File: src/rtl/sdram_pkg.sv
// Shared SDRAM geometry and burst constants for the controller and its clients.
package sdram_pkg;

    localparam int SDRAM_ADDR_W       = 25;
    localparam int SDRAM_DATA_W       = 16;
    localparam int SDRAM_COL_LSB      = 0;
    localparam int SDRAM_COL_W        = 10;
    localparam int SDRAM_ROW_LSB      = 10;
    localparam int SDRAM_ROW_W        = 13;
    localparam int SDRAM_BANK_LSB     = 23;
    localparam int SDRAM_BANK_W       = 2;
    localparam int SDRAM_BURST_LENGTH = 4;

    typedef enum logic [1:0] {
        CMD_NONE,
        CMD_READ,
        CMD_WRITE
    } cmd_e;

    function automatic int ptr_w(input int n);
        return (n > 1) ? $clog2(n) : 1;
    endfunction

endpackage

File: src/rtl/sdram_tag_fifo.sv
// Small synchronous FIFO of port indices; push and pop may share a cycle,
// including when full.
module sdram_tag_fifo #(
    parameter int W     = 1,
    parameter int DEPTH = 16
) (
    input  logic         clk,
    input  logic         reset,
    input  logic         push_i,
    input  logic [W-1:0] push_data_i,
    input  logic         pop_i,
    output logic         full_o,
    output logic         empty_o,
    output logic [W-1:0] head_o
);

    localparam int AW = $clog2(DEPTH);

    logic [W-1:0]  mem_q [DEPTH];
    logic [AW-1:0] wr_q, wr_d;
    logic [AW-1:0] rd_q, rd_d;
    logic [AW:0]   cnt_q, cnt_d;
    logic          do_push, do_pop;

    assign full_o  = (cnt_q == (AW+1)'(DEPTH));
    assign empty_o = (cnt_q == '0);
    assign head_o  = mem_q[rd_q];

    always_comb begin
        do_push = push_i && (!full_o || pop_i);
        do_pop  = pop_i && !empty_o;
        wr_d    = do_push ? wr_q + 1'b1 : wr_q;
        rd_d    = do_pop ? rd_q + 1'b1 : rd_q;
        cnt_d   = cnt_q + (AW+1)'(do_push) - (AW+1)'(do_pop);
    end

    always_ff @(posedge clk) begin
        if (reset) begin
            wr_q  <= '0;
            rd_q  <= '0;
            cnt_q <= '0;
        end else begin
            wr_q  <= wr_d;
            rd_q  <= rd_d;
            cnt_q <= cnt_d;
        end
    end

    always_ff @(posedge clk) begin
        if (do_push) mem_q[wr_q] <= push_data_i;
    end

endmodule

File: src/rtl/sdram_port_arbiter.sv
// Round-robin sharing of one SDRAM controller port; read beats are routed
// back to the issuing requester through a tag FIFO.
module sdram_port_arbiter
    import sdram_pkg::*;
#(
    parameter int NUM_PORTS    = 2,
    parameter int ADDR_W       = SDRAM_ADDR_W,
    parameter int DATA_W       = SDRAM_DATA_W,
    parameter int BURST_LENGTH = SDRAM_BURST_LENGTH,
    parameter int TAG_DEPTH    = 16
) (
    input  logic                        clk,
    input  logic                        reset,
    input  logic [NUM_PORTS-1:0]        p_read,
    input  logic [NUM_PORTS-1:0]        p_write,
    input  logic [NUM_PORTS*ADDR_W-1:0] p_addr,
    input  logic [NUM_PORTS*DATA_W-1:0] p_wdata,
    output logic [NUM_PORTS-1:0]        p_ack,
    output logic [NUM_PORTS-1:0]        p_rvalid,
    output logic [DATA_W-1:0]           p_rdata,
    output logic                        m_read,
    output logic                        m_write,
    output logic [ADDR_W-1:0]           m_addr,
    output logic [DATA_W-1:0]           m_wdata,
    input  logic                        m_ready,
    input  logic                        m_valid,
    input  logic [DATA_W-1:0]           m_rdata,
    output logic                        err_illegal,
    output logic                        err_orphan
);

    localparam int PW = ptr_w(NUM_PORTS);

    logic [PW-1:0]        rr_q, rr_d;
    logic [2:0]           beat_q, beat_d;
    logic                 ill_q, ill_d;
    logic                 orph_q, orph_d;
    logic [NUM_PORTS-1:0] elig;
    logic                 issue;
    logic [PW-1:0]        win;
    cmd_e                 cmd;
    logic                 fifo_full, fifo_empty;
    logic [PW-1:0]        head;
    logic                 beat, pop;

    sdram_tag_fifo #(
        .W     (PW),
        .DEPTH (TAG_DEPTH)
    ) u_tags (
        .clk         (clk),
        .reset       (reset),
        .push_i      (cmd == CMD_READ),
        .push_data_i (win),
        .pop_i       (pop),
        .full_o      (fifo_full),
        .empty_o     (fifo_empty),
        .head_o      (head)
    );

    // Descending scan so the port closest to rr_q is the last to claim win.
    always_comb begin
        elig  = (p_read ^ p_write) & (p_write | {NUM_PORTS{!fifo_full}});
        issue = 1'b0;
        win   = '0;
        for (int k = NUM_PORTS - 1; k >= 0; k--) begin
            if (elig[(int'(rr_q) + k) % NUM_PORTS]) begin
                issue = 1'b1;
                win   = PW'((int'(rr_q) + k) % NUM_PORTS);
            end
        end
        issue = issue && m_ready && !reset;
    end

    always_comb begin
        p_ack   = '0;
        m_read  = 1'b0;
        m_write = 1'b0;
        m_addr  = '0;
        m_wdata = '0;
        cmd     = CMD_NONE;
        rr_d    = rr_q;
        if (issue) begin
            p_ack[win] = 1'b1;
            m_read     = p_read[win];
            m_write    = p_write[win];
            m_addr     = p_addr[win*ADDR_W +: ADDR_W];
            m_wdata    = p_wdata[win*DATA_W +: DATA_W];
            cmd        = p_read[win] ? CMD_READ : CMD_WRITE;
            rr_d       = PW'((int'(win) + 1) % NUM_PORTS);
        end
    end

    always_comb begin
        beat     = m_valid && !fifo_empty && !reset;
        pop      = beat && (beat_q == 3'(BURST_LENGTH - 1));
        p_rvalid = '0;
        if (beat) p_rvalid[head] = 1'b1;
        p_rdata  = m_rdata;
        beat_d   = beat ? (pop ? 3'd0 : beat_q + 3'd1) : beat_q;
        ill_d    = ill_q | (|(p_read & p_write));
        orph_d   = orph_q | (m_valid & fifo_empty);
    end

    assign err_illegal = ill_q;
    assign err_orphan  = orph_q;

    always_ff @(posedge clk) begin
        if (reset) begin
            rr_q   <= '0;
            beat_q <= '0;
            ill_q  <= 1'b0;
            orph_q <= 1'b0;
        end else begin
            rr_q   <= rr_d;
            beat_q <= beat_d;
            ill_q  <= ill_d;
            orph_q <= orph_d;
        end
    end

endmodule

File: config.mk
export PLATFORM = sky130hd
export DESIGN_NAME = sdram_port_arbiter
export DESIGN_NICKNAME = d
export VERILOG_FILES = /design/src/rtl/sdram_pkg.sv /design/src/rtl/sdram_tag_fifo.sv /design/src/rtl/sdram_port_arbiter.sv
export SDC_FILE = /design/constraint.sdc
export NUM_CORES = 1
export LEC_CHECK = 0
export CORE_AREA = 2 2 96 98
export DETAILED_ROUTE_END_ITERATION = 16
export DIE_AREA = 0 0 98 100
export HOLD_SLACK_MARGIN = 0.06
export PLACE_DENSITY = 0.74
export SLEW_MARGIN = 30
export SYNTH_ARGS = -nofsm -noshare
export SYNTH_HDL_FRONTEND = slang
export SYNTH_HIERARCHICAL = 1
export SYNTH_SLANG_ARGS = --single-unit
File: constraint.sdc
create_clock -name clk -period 3.71 [get_ports clk]
set_clock_uncertainty 0.15 [all_clocks]
set_input_delay 0.371 -clock clk [delete_from_list [all_inputs] [get_ports clk]]
set_output_delay 0.371 -clock clk [all_outputs]
set_load 0.01 [all_outputs]
==> impl_metrics.csv, run 1 <==
group,metric,value,unit
status,outcome,"finished, final reports clean",
yosys,post_synth_num_cell_types,48,
yosys,netlist_area,3020,um2
route,dr.pass1.iters,4,
floorplan,core-area,8890,um2
clocking,clkSinkCount,39,
clocking,clk_pin_slew,70,ps
route,avgViaCountPerCell,4.98,
timing,whs,302,ps
worst_setup_path,cp_common_cell,"inv_1",
yosys,synth_top_area_share,16.2,%
clocking,clk_latency,280,ps
cells_and_area,antenna_cells,0,
cells_and_area,syn_to_final_growth,49.4,%
clocking,cts.htree.levels,2,
pwr,ir_drop,0.270,mV
timing,tightestPinTransition,681,ps
worst_setup_path,critPathTopFamily,"simple AND/OR/NAND/NOR gates",
route,drt_iter0_drc,67,
clocking,holdBufCountCts,0,
grt,grt_overflow,0,
pwr,powerDensity,294,nW/um2
worst_setup_path,max_stage_delay,410,ps
floorplan,start_util,33.9,%
place,dp_hpwl,6.36,mm
grt,grtUsageTotal,16.0,%
yosys,ys_ff_latch,39,
yosys,avgSynthCellArea,8.88,um2
worst_setup_path,critPathArrivalTime,3580,ps
yosys,synth-edff-count,16,
route,final_antenna_net_count,0,
worst_setup_path,endpoint_kind,"register",
clocking,clockBufferDepth,2,
run,max_cap_viol_count,0,
worst_setup_path,worstPathRequired,3780,ps
clocking,numCtsBuffers,5,
floorplan,dieArea,9800,um2
place,io_buffers,138,
place,gp_congestion,0.741,
yosys,synthesis.nets,461,
worst_setup_path,critPathLaunchType,"register",
timing,finalHoldViolations,0,
yosys,syn_inst,340,
cells_and_area,drive_above_1_share,16.6,%
timing,slew_viol_final,0,
grt,grt_pass1_vias,2728,
clocking,cts_tree,"done",
floorplan,fp.dieW,98,um
timing,period_minus_slack,3510,ps
route,wl_per_cell,14.6,um
route,dr_total_vias,2836,
route,drcViolationCount,0,
grt,grt_max_degree,60,
timing,setup_violations,0,
pwr,leakage,1.58,nW
min_path,hp-class,"reg2reg",
yosys,synthFlopType,"dfxtp_1",
route,routed_wl,8.28,mm
yosys,seq_area_frac_synth,31.2,%
worst_setup_path,critical_path_buf_inv_count,3,
timing,period_share,94.7,%
yosys,synth_largest_area_cell,"o22ai_2",
timing,slew_headroom,54.6,%
grt,grt_pass1_wl,13.1,mm
clocking,clockRootBuffer,"clkbuf_8",
floorplan,dieHeight,100,um
worst_setup_path,critPathKind,"reg2reg",
yosys,yosysWarnings,6,
cells_and_area,nFillCells,829,
yosys,synthArstFlopShare,0,%
grt,antenna_found_initial,0,
worst_setup_path,cp_max_fo,6,
worst_setup_path,r2r_slack,200,ps
floorplan,row_count,35,
floorplan,ios,171,
place,dpl_cell_area,4380,um2
cells_and_area,nets,579,
yosys,synth.area.top_cells,"o22ai_2 16%, edfxtp_1 16%, dfxtp_1 15%",
worst_setup_path,crit_chain,"inv_1 > ha_2 > or4b_4 > inv_1 > nand2b_2 > nor3_2 > o21ai_2 > ha_1 > inv_1 > ha_1 > fa_2 > a21oi_2 > nor2_1 > or3_1 > a21oi_1",
worst_setup_path,crit_slowest_cell,"nor3_2",
timing,fmax,285,MHz
cells_and_area,fin_area,4510,um2
where the power goes:
| group | switching, mW | internal, mW | total [mW] |
|---|---|---|---|
| sequential | 0.0166 | 0.474 | 0.490 |
| combinational | 0.284 | 0.293 | 0.577 |
| clock | 0.130 | 0.129 | 0.259 |
cells by family (layout without fill, tap and decap cells):
family	after synthesis	after routing	share of synthesized area, %
buffers and inverters	52	170	10.1
AO/OA/AOI/OAI	65	65	22.0
adder cells (fa/ha/maj)	15	15	6.47
XOR/XNOR	8	8	2.57
multiplexers	6	6	4.02
AND/OR/NAND/NOR	155	155	23.7
flip-flops	39	39	31.2
per-layer routing:
metal / routed length [um] / GRT usage (%) / vias to the layer above
met1: 3450 / 19.1 / 1328
met2: 4200 / 29.3 / 93
met5: 0 / 0 / -
met4: 176 / 4.27 / 0
met3: 452 / 3.34 / 18
li1: - / - / 1397
layout make-up:
type,instances,area [um2],share of cell area [%]
clock buffer,7,76.3,1.69
inverter,13,48.8,1.08
multi-input combinational,249,1830,40.6
sequential,39,941,20.9
tap,111,139,3.08
timing repair buffer,150,1470,32.6
per-stage QoR:
stage	TNS, ps	utilization (%)	setup WS (ps)	cells	total power, mW
2_1_floorplan	0	-	8.36	340	0.842
3_3_place_gp	0	49.3	41.3	561	1.04
3_5_place_dp	-61.0	49.3	-61.0	561	1.06
4_1_cts	0	50.2	87.6	568	1.32
5_1_grt	-0.138	50.7	-0.138	569	1.40
6_report	0	50.7	195	569	1.33
synth_stat cells, types with 2 or more instances:
cell type / count
nor2_1: 20
ha_1: 14
o22ai_1: 4
nand3_1: 9
buf_2: 7
a21oi_1: 9
and3_1: 5
nand2_1: 88
nor3_1: 3
dfxtp_1: 23
mux4_1: 3
o22ai_2: 39
edfxtp_1: 16
inv_1: 13
and2_1: 8
buf_4: 17
nand2b_1: 5
nor3b_1: 2
nor2b_1: 5
o21ai_1: 2
mux2i_1: 2
or3_1: 2
xnor2_1: 3
buf_6: 5
clkbuf_1: 10
xor2_1: 4
placed cells by master, fill, tap and decap left out, drive strengths merged, types with 2 or more instances in the layout:
cell type / synthesis / layout
nor2b: 5 / 5
or3: 2 / 2
xor2: 5 / 5
buf: 29 / 12
ha: 14 / 14
edfxtp: 16 / 16
nand2b: 6 / 6
o21ai: 3 / 3
nand3: 9 / 9
a21oi: 10 / 10
mux4: 4 / 4
and3: 5 / 5
dfxtp: 23 / 23
clkdlybuf4s50: 0 / 138
nor3b: 2 / 2
clkbuf: 10 / 7
and2: 8 / 8
a211oi: 2 / 2
nor2: 20 / 20
xnor2: 3 / 3
nand2: 89 / 89
o22ai: 43 / 43
mux2i: 2 / 2
o211ai: 2 / 2
nor3: 4 / 4
inv: 13 / 13
worst reg2reg max path: cells and delay by family (launching register included):
family	cells	cell delay, ps
and+or+nand+nor	5	1290
buffers and inverters	3	170
AOI/OAI and AO/OA	3	430
adders and majority gates	4	1070
DFF	1	350
final timing paths:
check                           cells past startpoint       startpoint               to
worst max-delay path                               15  u_tags/cnt_q[3]  u_tags/cnt_q[4]
worst min-delay path                                2        beat_q[2]        beat_q[2]
worst max register to register                     15  u_tags/cnt_q[3]  u_tags/cnt_q[4]
worst min register to register                      2        beat_q[2]        beat_q[2]
repair_timing:
| item | in CTS | in global routing |
|---|---|---|
| gates resized for setup | 1 | 8 |
| pin swaps | 0 | 1 |
| buffers inserted | 0 | 1 |
| endpoints found under the hold margin | 0 | 0 |
| endpoints found under the setup margin | 1 | 1 |
(Power assumes the default switching activity.)
==> run 2, diff against run 1 <==
--- a/config.mk
+++ b/config.mk
@@ -10,6 +10,7 @@
 export DIE_AREA = 0 0 98 100
 export HOLD_SLACK_MARGIN = 0.06
 export PLACE_DENSITY = 0.74
+export RECOVER_POWER = 50
 export SLEW_MARGIN = 30
 export SYNTH_ARGS = -nofsm -noshare
 export SYNTH_HDL_FRONTEND = slang
==> impl_metrics.csv, run 2 (synthesis results as in run 1) <==
group,metric,value,unit
status,outcome,"finished, final reports clean",
route,wl_per_cell,14.6,um
timing,slew_viol_final,0,
place,gp_congestion,0.741,
clocking,clockBufferDepth,2,
timing,slew_headroom,54.8,%
cells_and_area,mostFrequentLayoutCell,"clkdlybuf4s50_1",
cells_and_area,syn_to_final_growth,48.3,%
grt,antenna_found_initial,0,
grt,grtUsageTotal,16.0,%
clocking,cts.htree.levels,2,
timing,fmax,282,MHz
timing,tightestPinTransition,679,ps
timing,setup_violations,0,
grt,grt_max_degree,60,
grt,grt_pass1_vias,2728,
pwr,total_power,1.32,mW
pwr,p_clk_share,19.7,%
pwr,p_int,889,uW
timing,finalHoldViolations,0,
place,dp.cells,561,
cells_and_area,finalNonFillerCells,569,
clocking,numCtsBuffers,5,
worst_setup_path,crit_chain,"dlygate4sd3_1 > ha_1 > a311o_2 > o22ai_4 > o21ai_2 > ha_1 > inv_1 > ha_1 > fa_2 > a21oi_2 > nor2_1 > or3_1 > a21oi_1",
worst_setup_path,critPathTopFamily,"adder cells",
floorplan,row_count,35,
pwr,seqPwrFrac,37.2,%
route,dr.pass1.iters,4,
clocking,cts_tree,"done",
worst_setup_path,cp_max_fo,4,
pwr,swShare,32.5,%
cells_and_area,nets,579,
floorplan,ios,171,
floorplan,fp.dieW,98,um
worst_setup_path,critPathKind,"in2reg",
pwr,powerDensity,294,nW/um2
route,drt_iter0_drc,67,
worst_setup_path,crit_slowest_cell,"dlygate4sd3_1",
worst_setup_path,critPathArrivalTime,3610,ps
timing,period_share,95.4,%
floorplan,core-area,8890,um2
pwr,leakage,1.57,nW
worst_setup_path,endpoint_kind,"register",
floorplan,dieHeight,100,um
cells_and_area,fin_util,50.3,%
floorplan,start_util,33.9,%
grt,grt_pass1_wl,13.1,mm
pwr,ir_drop,0.269,mV
cells_and_area,drive_above_1_share,15.5,%
min_path,hp-class,"reg2reg",
grt,grt_overflow,0,
worst_setup_path,cp_common_cell,"ha_1",
run,max_cap_viol_count,0,
cells_and_area,nFillCells,837,
cells_and_area,antenna_cells,0,
cells_and_area,final_cell_mix,"134 x clkdlybuf4s50_1, 88 x nand2_1, 39 x o22ai_2",
worst_setup_path,critPathLaunchType,"primary input",
route,dr_total_vias,2817,
clocking,clk_latency,280,ps
clocking,clkSinkCount,39,
route,drcViolationCount,0,
route,avgViaCountPerCell,4.95,
timing,period_minus_slack,3540,ps
place,dp_hpwl,6.36,mm
clocking,clockRootBuffer,"clkbuf_8",
worst_setup_path,max_stage_delay,610,ps
worst_setup_path,critical_path_buf_inv_count,2,
timing,rsz0062_at_grt,"false",
route,routed_wl,8.30,mm
route,final_antenna_net_count,0,
pwr,p_switching,428,uW
floorplan,dieArea,9800,um2
pwr,pwr-share-comb,43.1,%
clocking,clk_pin_slew,70,ps
place,io_buffers,138,
worst_setup_path,worstPathRequired,3780,ps
## run 2: what timing repair did
action / CTS / global route
buffers inserted: 0 / 1
pin swaps: 0 / 1
hold buffers: 0 / 0
setup endpoints to repair: 1 / 1
gates resized for setup: 1 / 8
## run 2: final timing paths
check	start	endpoint	slack (ps)	cells past startpoint
hold / removal	beat_q[2]	beat_q[2]	300	2
setup reg to reg	u_tags/cnt_q[3]	u_tags/cnt_q[4]	180	15
hold reg to reg	beat_q[2]	beat_q[2]	300	2
setup / recovery	p_write[1]	u_tags/cnt_q[4]	170	13
## run 2: power by group through the flow
stage / clock (mW) / combinational (mW) / sequential, mW
after floorplan: 0 / 0.347 / 0.495
after global placement: 0 / 0.547 / 0.496
after detailed placement: 0 / 0.559 / 0.497
after CTS: 0.267 / 0.561 / 0.487
after global routing: 0.284 / 0.614 / 0.492
final: 0.259 / 0.568 / 0.490
## run 2: final cells by class
class / instances / area, um2 / share of cell area [%]
inverter: 13 / 48.8 / 1.09
timing repair buffer: 150 / 1460 / 32.7
sequential: 39 / 941 / 21.0
clock buffer: 7 / 76.3 / 1.71
multi-input combinational: 249 / 1810 / 40.4
tap: 111 / 139 / 3.10
## run 2: routing by layer
| layer | global-route usage [%] | share of wire [%] | up-vias |
|---|---|---|---|
| li1 | - | - | 1397 |
| met1 | 19.1 | 42 | 1310 |
| met2 | 29.3 | 51 | 92 |
| met3 | 3.34 | 5.4 | 18 |
| met4 | 4.27 | 2.1 | 0 |
| met5 | 0 | 0 | - |
## run 2: metrics by stage
stage / TNS, ps / setup WS (ps) / hold slack (ps) / instance area, um2
2_1_floorplan: 0 / 8.36 / 272 / 3020
3_3_place_gp: 0 / 41.3 / 282 / 4380
3_5_place_dp: -61.0 / -61.0 / 290 / 4380
4_1_cts: 0 / 87.6 / 300 / 4460
5_1_grt: 0 / 3.19 / 327 / 4480
6_report: 0 / 169 / 302 / 4480
## run 2: worst min-delay path, delay by kind of cell, from the launching register on
kind / cells / cell delay [ps]
AO/OA/AOI/OAI: 1 / 40
flip-flops: 1 / 310
AND/OR/NAND/NOR: 1 / 60
